`config.mk`:
```
export PLATFORM = sky130hd
export DESIGN_NAME = vtg_1080p
export DESIGN_NICKNAME = d
export VERILOG_FILES = /design/src/rtl/vtg_1080p.sv
export SDC_FILE = /design/constraint.sdc
export NUM_CORES = 1
export LEC_CHECK = 0
export ABC_CLOCK_PERIOD_IN_PS = 2800
export BUFFER_PORTS_ARGS = -buffer_cell sky130_fd_sc_hd__buf_2
export CAP_MARGIN = 30
export CORE_UTILIZATION = 55
export CTS_BUF_LIST = sky130_fd_sc_hd__clkbuf_2
export CTS_CLUSTER_DIAMETER = 120
export CTS_CLUSTER_SIZE = 14
export DETAILED_ROUTE_END_ITERATION = 10
export PLACE_DENSITY = 0.76
export SYNTH_ARGS = -nofsm -noshare
export SYNTH_HDL_FRONTEND = slang
export SYNTH_SLANG_ARGS = --single-unit
export TNS_END_PERCENT = 20
```
`constraint.sdc`:
```
create_clock -name clk -period 2.8 [get_ports clk]
set_input_delay 0.28 -clock clk [delete_from_list [all_inputs] [get_ports clk]]
set_output_delay 0.28 -clock clk [all_outputs]
set_load 0.01 [all_outputs]
```
`src/rtl/vtg_1080p.sv`:
```
// Raster timing generator for the HDMI path. Advances one pixel per ce cycle through a
// 2200x1125 raster and emits registered de/hsync/vsync, x/y, and line/frame start strobes.
module vtg_1080p #(
    parameter int H_ACTIVE = 1920,
    parameter int H_FP     = 88,
    parameter int H_SYNC   = 44,
    parameter int H_BP     = 148,
    parameter int V_ACTIVE = 1080,
    parameter int V_FP     = 4,
    parameter int V_SYNC   = 5,
    parameter int V_BP     = 36,
    parameter bit HS_POL   = 1'b1,
    parameter bit VS_POL   = 1'b1
) (
    input  logic        clk,
    input  logic        rstn,
    input  logic        ce,
    output logic        de,
    output logic        hsync,
    output logic        vsync,
    output logic [11:0] x,
    output logic [10:0] y,
    output logic        line_start,
    output logic        frame_start
);
    localparam int H_TOTAL = H_ACTIVE + H_FP + H_SYNC + H_BP;
    localparam int V_TOTAL = V_ACTIVE + V_FP + V_SYNC + V_BP;

    // Last h count of each horizontal phase; the phase FSM steps when h sits on one of these.
    localparam logic [11:0] H_END_ACT  = 12'(H_ACTIVE - 1);
    localparam logic [11:0] H_END_FP   = 12'(H_ACTIVE + H_FP - 1);
    localparam logic [11:0] H_END_SYNC = 12'(H_ACTIVE + H_FP + H_SYNC - 1);
    localparam logic [11:0] H_END      = 12'(H_TOTAL - 1);

    localparam logic [10:0] V_ACT_LINES = 11'(V_ACTIVE);
    localparam logic [10:0] V_SYNC_BEG  = 11'(V_ACTIVE + V_FP);
    localparam logic [10:0] V_SYNC_END  = 11'(V_ACTIVE + V_FP + V_SYNC);
    localparam logic [10:0] V_END       = 11'(V_TOTAL - 1);

    typedef enum logic [1:0] {
        H_ST_ACTIVE,
        H_ST_FP,
        H_ST_SYNC,
        H_ST_BP
    } h_phase_t;

    h_phase_t    r_phase;
    logic [11:0] r_h;
    logic [10:0] r_v;
    logic        r_de;
    logic        r_hsync;
    logic        r_vsync;
    logic [11:0] r_x;
    logic [10:0] r_y;
    logic        r_line_start;
    logic        r_frame_start;

    logic        w_h_active;
    logic        w_v_active;
    logic        w_v_sync;

    assign w_h_active = (r_phase == H_ST_ACTIVE);
    assign w_v_active = (r_v < V_ACT_LINES);
    assign w_v_sync   = (r_v >= V_SYNC_BEG) && (r_v < V_SYNC_END);

    // NOTE: rstn is sampled inside the clocked branch (synchronous) and overrides ce, so a
    // mid-frame reset lands on the very next posedge whether or not a pixel is advancing.
    always_ff @(posedge clk) begin
        if (!rstn) begin
            r_phase       <= H_ST_ACTIVE;
            r_h           <= '0;
            r_v           <= '0;
            r_de          <= 1'b0;
            r_hsync       <= ~HS_POL;
            r_vsync       <= ~VS_POL;
            r_x           <= '0;
            r_y           <= '0;
            r_line_start  <= 1'b0;
            r_frame_start <= 1'b0;
        end else begin
            r_line_start  <= 1'b0;
            r_frame_start <= 1'b0;

            if (ce) begin
                r_de          <= w_h_active && w_v_active;
                r_hsync       <= (r_phase == H_ST_SYNC) ? HS_POL : ~HS_POL;
                r_vsync       <= w_v_sync ? VS_POL : ~VS_POL;
                r_line_start  <= (r_h == '0) && w_v_active;
                r_frame_start <= (r_h == '0) && (r_v == '0);

                if (w_h_active && w_v_active) begin
                    r_x <= r_h;
                    r_y <= r_v;
                end

                if (r_h == H_END) begin
                    r_h <= '0;
                    r_v <= (r_v == V_END) ? '0 : r_v + 11'd1;
                end else begin
                    r_h <= r_h + 12'd1;
                end

                case (r_phase)
                    H_ST_ACTIVE: if (r_h == H_END_ACT)  r_phase <= H_ST_FP;
                    H_ST_FP:     if (r_h == H_END_FP)   r_phase <= H_ST_SYNC;
                    H_ST_SYNC:   if (r_h == H_END_SYNC) r_phase <= H_ST_BP;
                    H_ST_BP:     if (r_h == H_END)      r_phase <= H_ST_ACTIVE;
                    default:                            r_phase <= H_ST_ACTIVE;
                endcase
            end
        end
    end

    assign de          = r_de;
    assign hsync       = r_hsync;
    assign vsync       = r_vsync;
    assign x           = r_x;
    assign y           = r_y;
    assign line_start  = r_line_start;
    assign frame_start = r_frame_start;

endmodule
```
==> run_results.csv, run 1 <==
group,metric,value,unit
timing,skew,17.1,ps
clock_tree,hold_buffers,0,
place,gp_congestion,0.796,
global_routing,grt_overflow_total,0,
timing,tns,0,ps
clock_tree,cts.sinks,53,
global_routing,grt_pass1_vias,1699,
global_routing,antenna_found_initial,0,
place,post-place-ws,723,ps
route,wl,4.65,mm
clock_tree,htreeDepth,2,
clock_tree,post_cts_resized,0,
timing,worst_slack,660,ps
run,cap_violations,0,
setup_path,critPathKind,"reg -> reg",
timing,slew_headroom,66.5,%
power,p_leak,1.06,nW
timing,period_needed,2140,ps
layout,antennaDiodeCount,0,
timing,fmax,467,MHz
synth,netlist_area,0.00246,mm^2
timing,hold_violations,0,
synth,synth-seq-cells,53,
setup_path,worstPathRequired,3180,ps
layout,syn_to_final_growth,7.44,%
setup_path,path_max_fanout,12,
die,rows,23,
layout,final_net_count,314,
synth,syn-instance-count,281,
synth,synth_area_per_cell,8.74,um^2
clock_tree,clock_latency,440,ps
synth,synth.distinct_cells,39,
layout,mostFrequentLayoutCell,"nand2_1",
synth,synthesis.nets,292,
global_routing,grt.busiest_layer,"met2",
clock_tree,clk_path_buf_depth,2,
die,dieArea,0.00474,mm^2
global_routing,grtUsageMet3,4.44,%
timing,fin_crit_sh,76.4,%
die,fp.dieW,68.8,um
route,wl_per_cell,13.1,um
power,p_per_area,430,mW/mm^2
clock_tree,cts_buffers,5,
timing,rsz0062_at_grt,"no",
die,ios,31,
route,vias,1920,
route,drt_first_pass_iters,4,
place,io_buffers,30,
timing,finalSetupViolCount,0,
clock_tree,root_buffer,"clkbuf_2",
clock_tree,postCtsSetupRepairBufs,0,
timing,drv_slew,0,
synth,yosysTopAreaCell,"dfxtp_1",
synth,ys_seq_area_share,43.2,%
die,dieHeight,68.8,um
status,status,"complete, no violations",
synth,yosys-top-cells-area,"dfxtp_1 43%, nand2_1 8.4%, a21boi_1 7.3%",
global_routing,grt_usage,22.6,%
global_routing,gr-usage-met1,31.5,%
synth,netlist.area_leader.share,43.2,%
die,core,0.00414,mm^2
global_routing,grtUsageMet2,33.7,%
route,drtIter0Drc,156,
route,drtAntennaViolNets,0,
route,vias_per_cell,5.42,
hold_path,hold_class,"in -> reg",
global_routing,grt_max_degree,35,
layout,layout-drive-gt1-share,16.4,%
setup_path,endpoint_kind,"flip-flop",
setup_path,startpoint_type,"flip-flop",
setup_path,cp_cell_sequence,"or4_1, o21ai_1, and3_1, buf_4, nand2_1, a21boi_1",
layout,layout_common_cells,"55 x nand2_1, 53 x dfxtp_1, 30 x buf_2",
setup_path,worst_ep_arrival_time,2520,ps
timing,tightest_slew,502,ps
place,post-dp-hpwl,3.28,mm
synth,async_reset_ff_share,0,%
power,peakVddDrop,242,uV
route,drc_errors,0,
synth,synth_edf_count,0,
synth,ys_warn_count,0,
global_routing,grt_pass1_wl,7.82,mm
synth,synthFlopType,"dfxtp_1",
setup_path,critical-path-max-stage-delay,540,ps
clock_tree,path_clk_slew,260,ps
clock_tree,cts_tree,"built",
die,start_util,59.3,%
setup_path,critPathSlowestCell,"or4_1",
[report_power, final]
part | internal [W] | total, W | leakage, nW | switching (W)
Clock | 0.0000596 | 0.000305 | 0.0212 | 0.000245
Sequential | 0.000765 | 0.000771 | 0.428 | 0.00000665
Combinational | 0.0000221 | 0.0000595 | 0.613 | 0.0000374
Total | 0.000847 | 0.00114 | 1.06 | 0.000289
[sequential cells by signal, indices dropped and copies added (netlist names)]
| register | flops |
|---|---|
| r_v | 11 |
| line_start | 1 |
| vsync | 1 |
| r_h | 12 |
| r_phase | 2 |
| hsync | 1 |
| x | 12 |
| frame_start | 1 |
| y | 11 |
| de | 1 |
[logic make-up after synthesis]
| logic type | synth area share (%) |
|---|---|
| flip-flops | 43.2 |
| AO/OA/AOI/OAI | 9.78 |
| multiplexers | 1.63 |
| AND/OR/NAND/NOR | 28.5 |
| buffers and inverters | 5.30 |
| XOR/XNOR | 7.49 |
| adder cells (fa/ha/maj) | 4.08 |
[synthesized netlist by cell type (5+ instances only)]
| master | n |
|---|---|
| nand2_1 | 55 |
| dfxtp_1 | 53 |
| a21boi_1 | 24 |
| nor2_1 | 22 |
| xor2_1 | 15 |
| nand4_1 | 14 |
| buf_2 | 8 |
| ha_1 | 8 |
| inv_1 | 8 |
| nand3_1 | 6 |
| xnor2_1 | 6 |
| clkbuf_1 | 5 |
| nand2b_1 | 5 |
| nor2_2 | 5 |
[worst paths after layout]
| path | start | slack [ps] | cells after the start | endpoint |
|---|---|---|---|---|
| worst max-delay path | r_v[7]$_SDFFE_PN0P_ | 660 | 6 | y[6]$_SDFFE_PN0P_ |
| worst max register to register | r_v[7]$_SDFFE_PN0P_ | 660 | 6 | y[6]$_SDFFE_PN0P_ |
| worst min-delay path | ce | 240 | 3 | r_h[0]$_SDFFE_PN0P_ |
| worst min register to register | x[5]$_SDFFE_PN0P_ | 470 | 2 | x[5]$_SDFFE_PN0P_ |
[metrics by stage]
stage | instances | util, % | cell area (um^2) | hold slack, ps | total power [W]
after floorplan | 281 | - | 2460 | 430 | 0.000828
after global placement | 346 | 62.5 | 2590 | 438 | 0.000845
after detailed placement | 346 | 62.5 | 2590 | 442 | 0.000845
after CTS | 354 | 63.7 | 2640 | 216 | 0.00115
after global routing | 354 | 63.7 | 2640 | 203 | 0.00119
final | 354 | 63.7 | 2640 | 237 | 0.00114
[metal layers]
| metal | wire length (um) | part of all wire (%) | vias to the layer above |
|---|---|---|---|
| li1 | - | - | 985 |
| met1 | 2350 | 51 | 888 |
| met2 | 1990 | 43 | 39 |
| met3 | 221 | 4.8 | 8 |
| met4 | 82 | 1.8 | 0 |
| met5 | 0 | 0 | - |
[layout make-up]
cell class,count,area [um^2]
inverter,8,30.0
tap,50,62.6
clock buffer,5,25.0
timing repair buffer,33,173
clock inverter,3,22.5
fill,381,1510
multi-input combinational,202,1260
sequential,53,1060
[critical path: cells and delay by family, from the launching register on]
family,cells,cell delay (ps)
simple gates,3,1040
flops,1,420
compound gates,2,350
buf+inv,1,270
No activity file was read; power rests on OpenSTA's default activity.
==> run 2, diff against run 1 <==
ABC_CLOCK_PERIOD_IN_PS = 1900   (was 2800)
CORE_UTILIZATION = 54   (was 55)
PLACE_DENSITY = 0.78   (was 0.76)
clock period = 1.9 ns   (was 2.8 ns; I/O delays follow)
==> run 2 against run 1 <==
Net effect:
- first-iteration DRC count up 10%
- maximum frequency up 19%
- clock power up 87%
- clock-buffer cell count up 1
- power up 60%
- worst hold slack worse by 140 ps
- core utilization up 1.4 points
- design area up 7.3%
- global-route usage up 1.6 points
- register-to-register slack worse by 560 ps
- critical path type unchanged
- largest power group unchanged
==> run_results.csv, run 2 (same netlist as run 1, synthesis figures left out) <==
group,metric,value,unit
setup_path,rrSetupSlack,100,ps
timing,hold_violations,0,
clock_tree,cts_buffers,5,
status,status,"complete, no violations",
route,drtIter0Drc,172,
timing,finalSetupViolCount,0,
global_routing,grt_overflow_total,0,
hold_path,hold_class,"in -> reg",
setup_path,critical-path-max-stage-delay,540,ps
place,post-dp-hpwl,3.86,mm
timing,drv_slew,0,
place,io_buffers,30,
setup_path,startpoint_type,"flip-flop",
timing,tns,0,ps
clock_tree,cts_tree,"built",
timing,skew,20.0,ps
clock_tree,cts.sinks,53,
global_routing,grt_max_degree,20,
global_routing,grt_pass1_vias,1958,
layout,syn_to_final_growth,15.3,%
clock_tree,path_clk_slew,240,ps
die,dieHeight,69.4,um
setup_path,worstPathRequired,2270,ps
setup_path,critPathKind,"reg -> reg",
setup_path,cp_cell_sequence,"or4b_4, nor4_4, buf_6, nand4_1, xor2_1, nor2_2",
power,peakVddDrop,467,uV
timing,rsz0062_at_grt,"yes",
die,fp.dieW,69.4,um
layout,layout-drive-gt1-share,22.0,%
route,wl_per_cell,14.3,um
layout,antennaDiodeCount,0,
layout,mostFrequentLayoutCell,"nand2_1",
power,p_per_area,640,mW/mm^2
run,cap_violations,0,
layout,finish.utilization,65.0,%
route,drt_first_pass_iters,4,
timing,fmax,554,MHz
layout,layout_common_cells,"55 x nand2_1, 51 x dfxtp_1, 30 x buf_2",
setup_path,endpoint_kind,"flip-flop",
die,core,0.00435,mm^2
global_routing,grt_pass1_wl,9.25,mm
layout,final_net_count,333,
clock_tree,clock_latency,440,ps
clock_tree,htreeDepth,2,
global_routing,grt_usage,24.2,%
route,vias_per_cell,5.46,
place,gp_congestion,0.847,
die,dieArea,0.00482,mm^2
setup_path,path_max_fanout,14,
die,rows,24,
route,vias,2049,
clock_tree,root_buffer,"clkbuf_2",
clock_tree,clk_path_buf_depth,2,
die,ios,31,
setup_path,worstReg2RegStart,"r_h[8]$_SDFFE_PN0P_",
route,drtAntennaViolNets,0,
clock_tree,postCtsSetupRepairBufs,0,
route,drc_errors,0,
setup_path,critPathSlowestCell,"or4b_4",
hold_path,min_from,"ce",
timing,tightest_slew,327,ps
timing,period_needed,1800,ps
die,start_util,56.4,%
setup_path,critPathLaunch,"r_h[8]$_SDFFE_PN0P_",
setup_path,worst_ep_arrival_time,2170,ps
timing,slew_headroom,78.2,%
global_routing,antenna_found_initial,0,
route,wl,5.36,mm
timing,fin_crit_sh,95.0,%
power,p_leak,1.19,nW
-- run 2: cell count changes in the layout (fill, tap and decap cells not counted), sizes merged --
cell      change
buf          +19
bufinv        +1
clkinv        +1
clkbuf        +1
clkinvlp      -3
-- run 2: metrics by stage --
stage                     cell area (um^2)  hold WS, ps  total power, W  cells  worst slack (ps)
after floorplan                       2460          340         0.00122    281               122
after global placement                2750          439         0.00126    367               129
after detailed placement              2750          443         0.00126    367              58.1
after CTS                             2810         76.3         0.00182    375              28.9
after global routing                  2830         86.2         0.00188    375             -12.7
final                                 2830         97.6         0.00181    375              95.8
-- run 2: path summary, 6_finish.rpt --
| kind | end | cells after the start |
|---|---|---|
| setup / recovery | r_v[3]$_SDFFE_PN0P_ | 6 |
| hold reg to reg | y[10]$_SDFFE_PN0P_ | 2 |
| setup reg to reg | r_v[3]$_SDFFE_PN0P_ | 6 |
| hold / removal | r_h[1]$_SDFFE_PN0P_ | 3 |
-- run 2: layout make-up --
cell class	count	area (um^2)
inverters	8	30.0
well taps	52	65.1
flip-flops and latches	53	1070
multi-input cells	202	1270
repair buffers	52	332
fillers	375	1520
clock buffers	6	30.0
clock inverters	2	33.8
-- run 2: layer usage --
layer | track usage [%] | routed length (um) | share of wire, % | vias up
met5 | 0 | 0 | 0 | -
met4 | 7.94 | 70 | 1.3 | 0
met1 | 32.3 | 2430 | 45 | 968
met2 | 38.7 | 2600 | 49 | 51
li1 | - | - | - | 1021
met3 | 5.23 | 257 | 4.8 | 9
-- run 2: repair_timing --
| item | CTS | global route |
|---|---|---|
| endpoints found under the setup margin | 0 | 40 |
| hold buffers | 0 | 0 |
| resized for setup | 0 | 6 |
-- run 2: critical path: cells and delay by family (launching register included) --
kind / cells / cell delay, ps
buf+inv: 1 / 200
xor+xnor: 1 / 210
simple gates: 4 / 960
flops: 1 / 370
-- run 2: report_power, final --
part / switching [W] / internal, W / leakage [nW]
combinational: 0.0000647 / 0.0000464 / 0.720
sequential: 0.00000684 / 0.00113 / 0.429
clock: 0.000345 / 0.000224 / 0.0406
total: 0.000417 / 0.00140 / 1.19
==> run 3, diff against run 2 <==
ABC_CLOCK_PERIOD_IN_PS = 2150   (was 1900)
CORE_UTILIZATION = 25   (was 54)
PLACE_DENSITY = default   (was 0.78)
clock period = 2.15 ns   (was 1.9 ns; I/O delays follow)
==> run 3 against run 2 <==
Net effect:
- non-clock buffer count is 13 lower
- largest cell class unchanged
- first-iteration DRC count down 37%
- worst hold slack gained 49 ps
- clock power shrank 7.4%
- flip-flop and latch count is the same
- sequential share of layout area rose by 0.26 points
- largest power group unchanged
- die area is 110% higher
- worst setup slack better by 34 ps
- wire length fell by 1.1%
==> run_results.csv, run 3 (same netlist as run 1, synthesis figures left out) <==
group,metric,value,unit
clock_tree,cts_tree,"built",
clock_tree,clock_latency,470,ps
global_routing,grt_overflow_total,0,
die,dieHeight,101,um
die,fp.dieW,101,um
power,p_int,0.00122,W
global_routing,grt_max_degree,25,
timing,tns,0,ps
timing,period_needed,2020,ps
setup_path,cp_cell_sequence,"or4b_4, nor4_4, buf_4, nand2b_1, nor2_1",
die,core,0.00937,mm^2
setup_path,cp_num_buf_inv,1,
layout,layout-drive-gt1-share,17.8,%
setup_path,critPathKind,"reg -> reg",
route,drtIter0Drc,108,
run,cap_violations,0,
setup_path,r2r_end,"r_h[10]$_SDFFE_PN0P_",
place,post_dp_cell_area,0.00274,mm^2
layout,antennaDiodeCount,0,
die,start_util,26.2,%
global_routing,grt_usage,11.0,%
layout,regArea,0.00106,mm^2
global_routing,grt_pass1_vias,1829,
hold_path,hold_class,"in -> reg",
setup_path,worstReg2RegStart,"r_h[8]$_SDFFE_PN0P_",
global_routing,antenna_found_initial,0,
timing,fin_crit_sh,94.0,%
status,status,"complete, no violations",
place,post-dp-hpwl,3.78,mm
timing,fmax,495,MHz
timing,drv_slew,0,
clock_tree,cts.sinks,53,
power,clkPwrFrac,32.6,%
power,peakVddDrop,240,uV
setup_path,ff2ff_path_depth,5,
setup_path,worstPathRequired,2520,ps
route,drt_first_pass_iters,5,
place,gp_congestion,0.878,
route,vias_per_cell,4.41,
timing,skew,43.8,ps
timing,finalSetupViolCount,0,
layout,multi_input_area,0.00126,mm^2
layout,fin_area,0.00280,mm^2
route,drtAntennaViolNets,0,
power,p_comb_share,5.2,%
clock_tree,cts_buffers,5,
clock_tree,postCtsSetupRepairBufs,0,
route,drc_errors,0,
route,wl_per_cell,12.1,um
clock_tree,htreeDepth,2,
timing,hold_violations,0,
layout,layout_common_cells,"55 x nand2_1, 53 x dfxtp_1, 30 x buf_2",
clock_tree,root_buffer,"clkbuf_2",
clock_tree,clk_path_buf_depth,2,
timing,tightest_slew,426,ps
layout,fill_cells,1008,
global_routing,grt_pass1_wl,8.92,mm
setup_path,cp_top_family,"simple AND/OR/NAND/NOR gates",
route,vias,1931,
place,io_buffers,30,
hold_path,whs_endpoint,"r_h[0]$_SDFFE_PN0P_",
setup_path,critical-path-max-stage-delay,560,ps
timing,hold_ws,147,ps
clock_tree,post_cts_resized,0,
power,sw_frac_of_total,24.3,%
die,rows,35,
hold_path,min_from,"ce",
setup_path,critPathSlowestCell,"or4b_4",
die,dieArea,0.0102,mm^2
power,seqPwrFrac,62.2,%
die,ios,31,
power,p_leak,1.11,nW
layout,stdcell_count,438,
setup_path,rrSetupSlack,130,ps
route,wl,5.30,mm
timing,slew_headroom,71.6,%
power,switchingPower,0.000393,W
setup_path,endpoint_kind,"flip-flop",
setup_path,startpoint_type,"flip-flop",
layout,final_net_count,320,
setup_path,path_max_fanout,14,
layout,syn_to_final_growth,14.0,%
setup_path,worst_ep_arrival_time,2390,ps
power,p_per_area,578,mW/mm^2
place,dp.cells,431,
layout,mostFrequentLayoutCell,"nand2_1",
timing,rsz0062_at_grt,"no",
hold_path,whs_path_depth,3,
clock_tree,hold_buffers,0,
clock_tree,path_clk_slew,290,ps
-- run 3: stage by stage --
| stage | util, % | power (W) | worst slack [ps] |
|---|---|---|---|
| 5_1_grt | 29.9 | 0.00168 | 9.35 |
| 3_3_place_gp | 29.2 | 0.00111 | 237 |
| 6_report | 29.9 | 0.00162 | 129 |
| 3_5_place_dp | 29.2 | 0.00111 | 165 |
| 4_1_cts | 29.9 | 0.00164 | 132 |
| 2_1_floorplan | - | 0.00108 | 372 |
-- run 3: worst max-delay path by stage --
stage | from | endpoint | cells after the start | slack, ps
5_1_grt | r_h[8]$_SDFFE_PN0P_ | r_h[9]$_SDFFE_PN0P_ | 5 | 9
3_5_place_dp | r_h[8]$_SDFFE_PN0P_ | r_h[5]$_SDFFE_PN0P_ | 5 | 170
6_report | r_h[8]$_SDFFE_PN0P_ | r_h[10]$_SDFFE_PN0P_ | 5 | 130
3_3_place_gp | r_h[8]$_SDFFE_PN0P_ | r_h[3]$_SDFFE_PN0P_ | 5 | 240
2_1_floorplan | r_h[8]$_SDFFE_PN0P_ | r_v[3]$_SDFFE_PN0P_ | 6 | 370
4_1_cts | r_h[8]$_SDFFE_PN0P_ | r_h[6]$_SDFFE_PN0P_ | 5 | 130
-- run 3: worst register-to-register path: stages, from the launching register on --
cell and delay (ps):
dfxtp_1 440, or4b_4 560, nor4_4 210, buf_4 230, nand2b_1 390, nor2_1 100
-- run 3: layer usage --
layer / routed length (um) / share of wire [%] / vias to the layer above / track usage, %
met5: 0 / 0 / - / 0
met4: 78 / 1.5 / 0 / 4.35
met3: 204 / 3.8 / 7 / 2.22
met2: 2320 / 44 / 27 / 17.2
met1: 2690 / 51 / 898 / 14.8
li1: - / - / 999 / -
-- run 3: final cells by class --
type                       instances  area share (%)
clock inverter                     2            1.39
timing repair buffer              39            7.78
multi-input combinational        202            45.2
tap                              129            5.77
sequential                        53            37.9
inverter                           8            1.07
clock buffer                       5           0.894
-- run 3: power by group through the flow --
stage / sequential [W] / clock (W) / combinational (W)
finish: 0.00101 / 0.000527 / 0.0000843
global route: 0.00101 / 0.000580 / 0.0000937
CTS: 0.00101 / 0.000546 / 0.0000853
detailed placement: 0.00102 / 0 / 0.0000849
global placement: 0.00102 / 0 / 0.0000839
floorplan: 0.00102 / 0 / 0.0000548
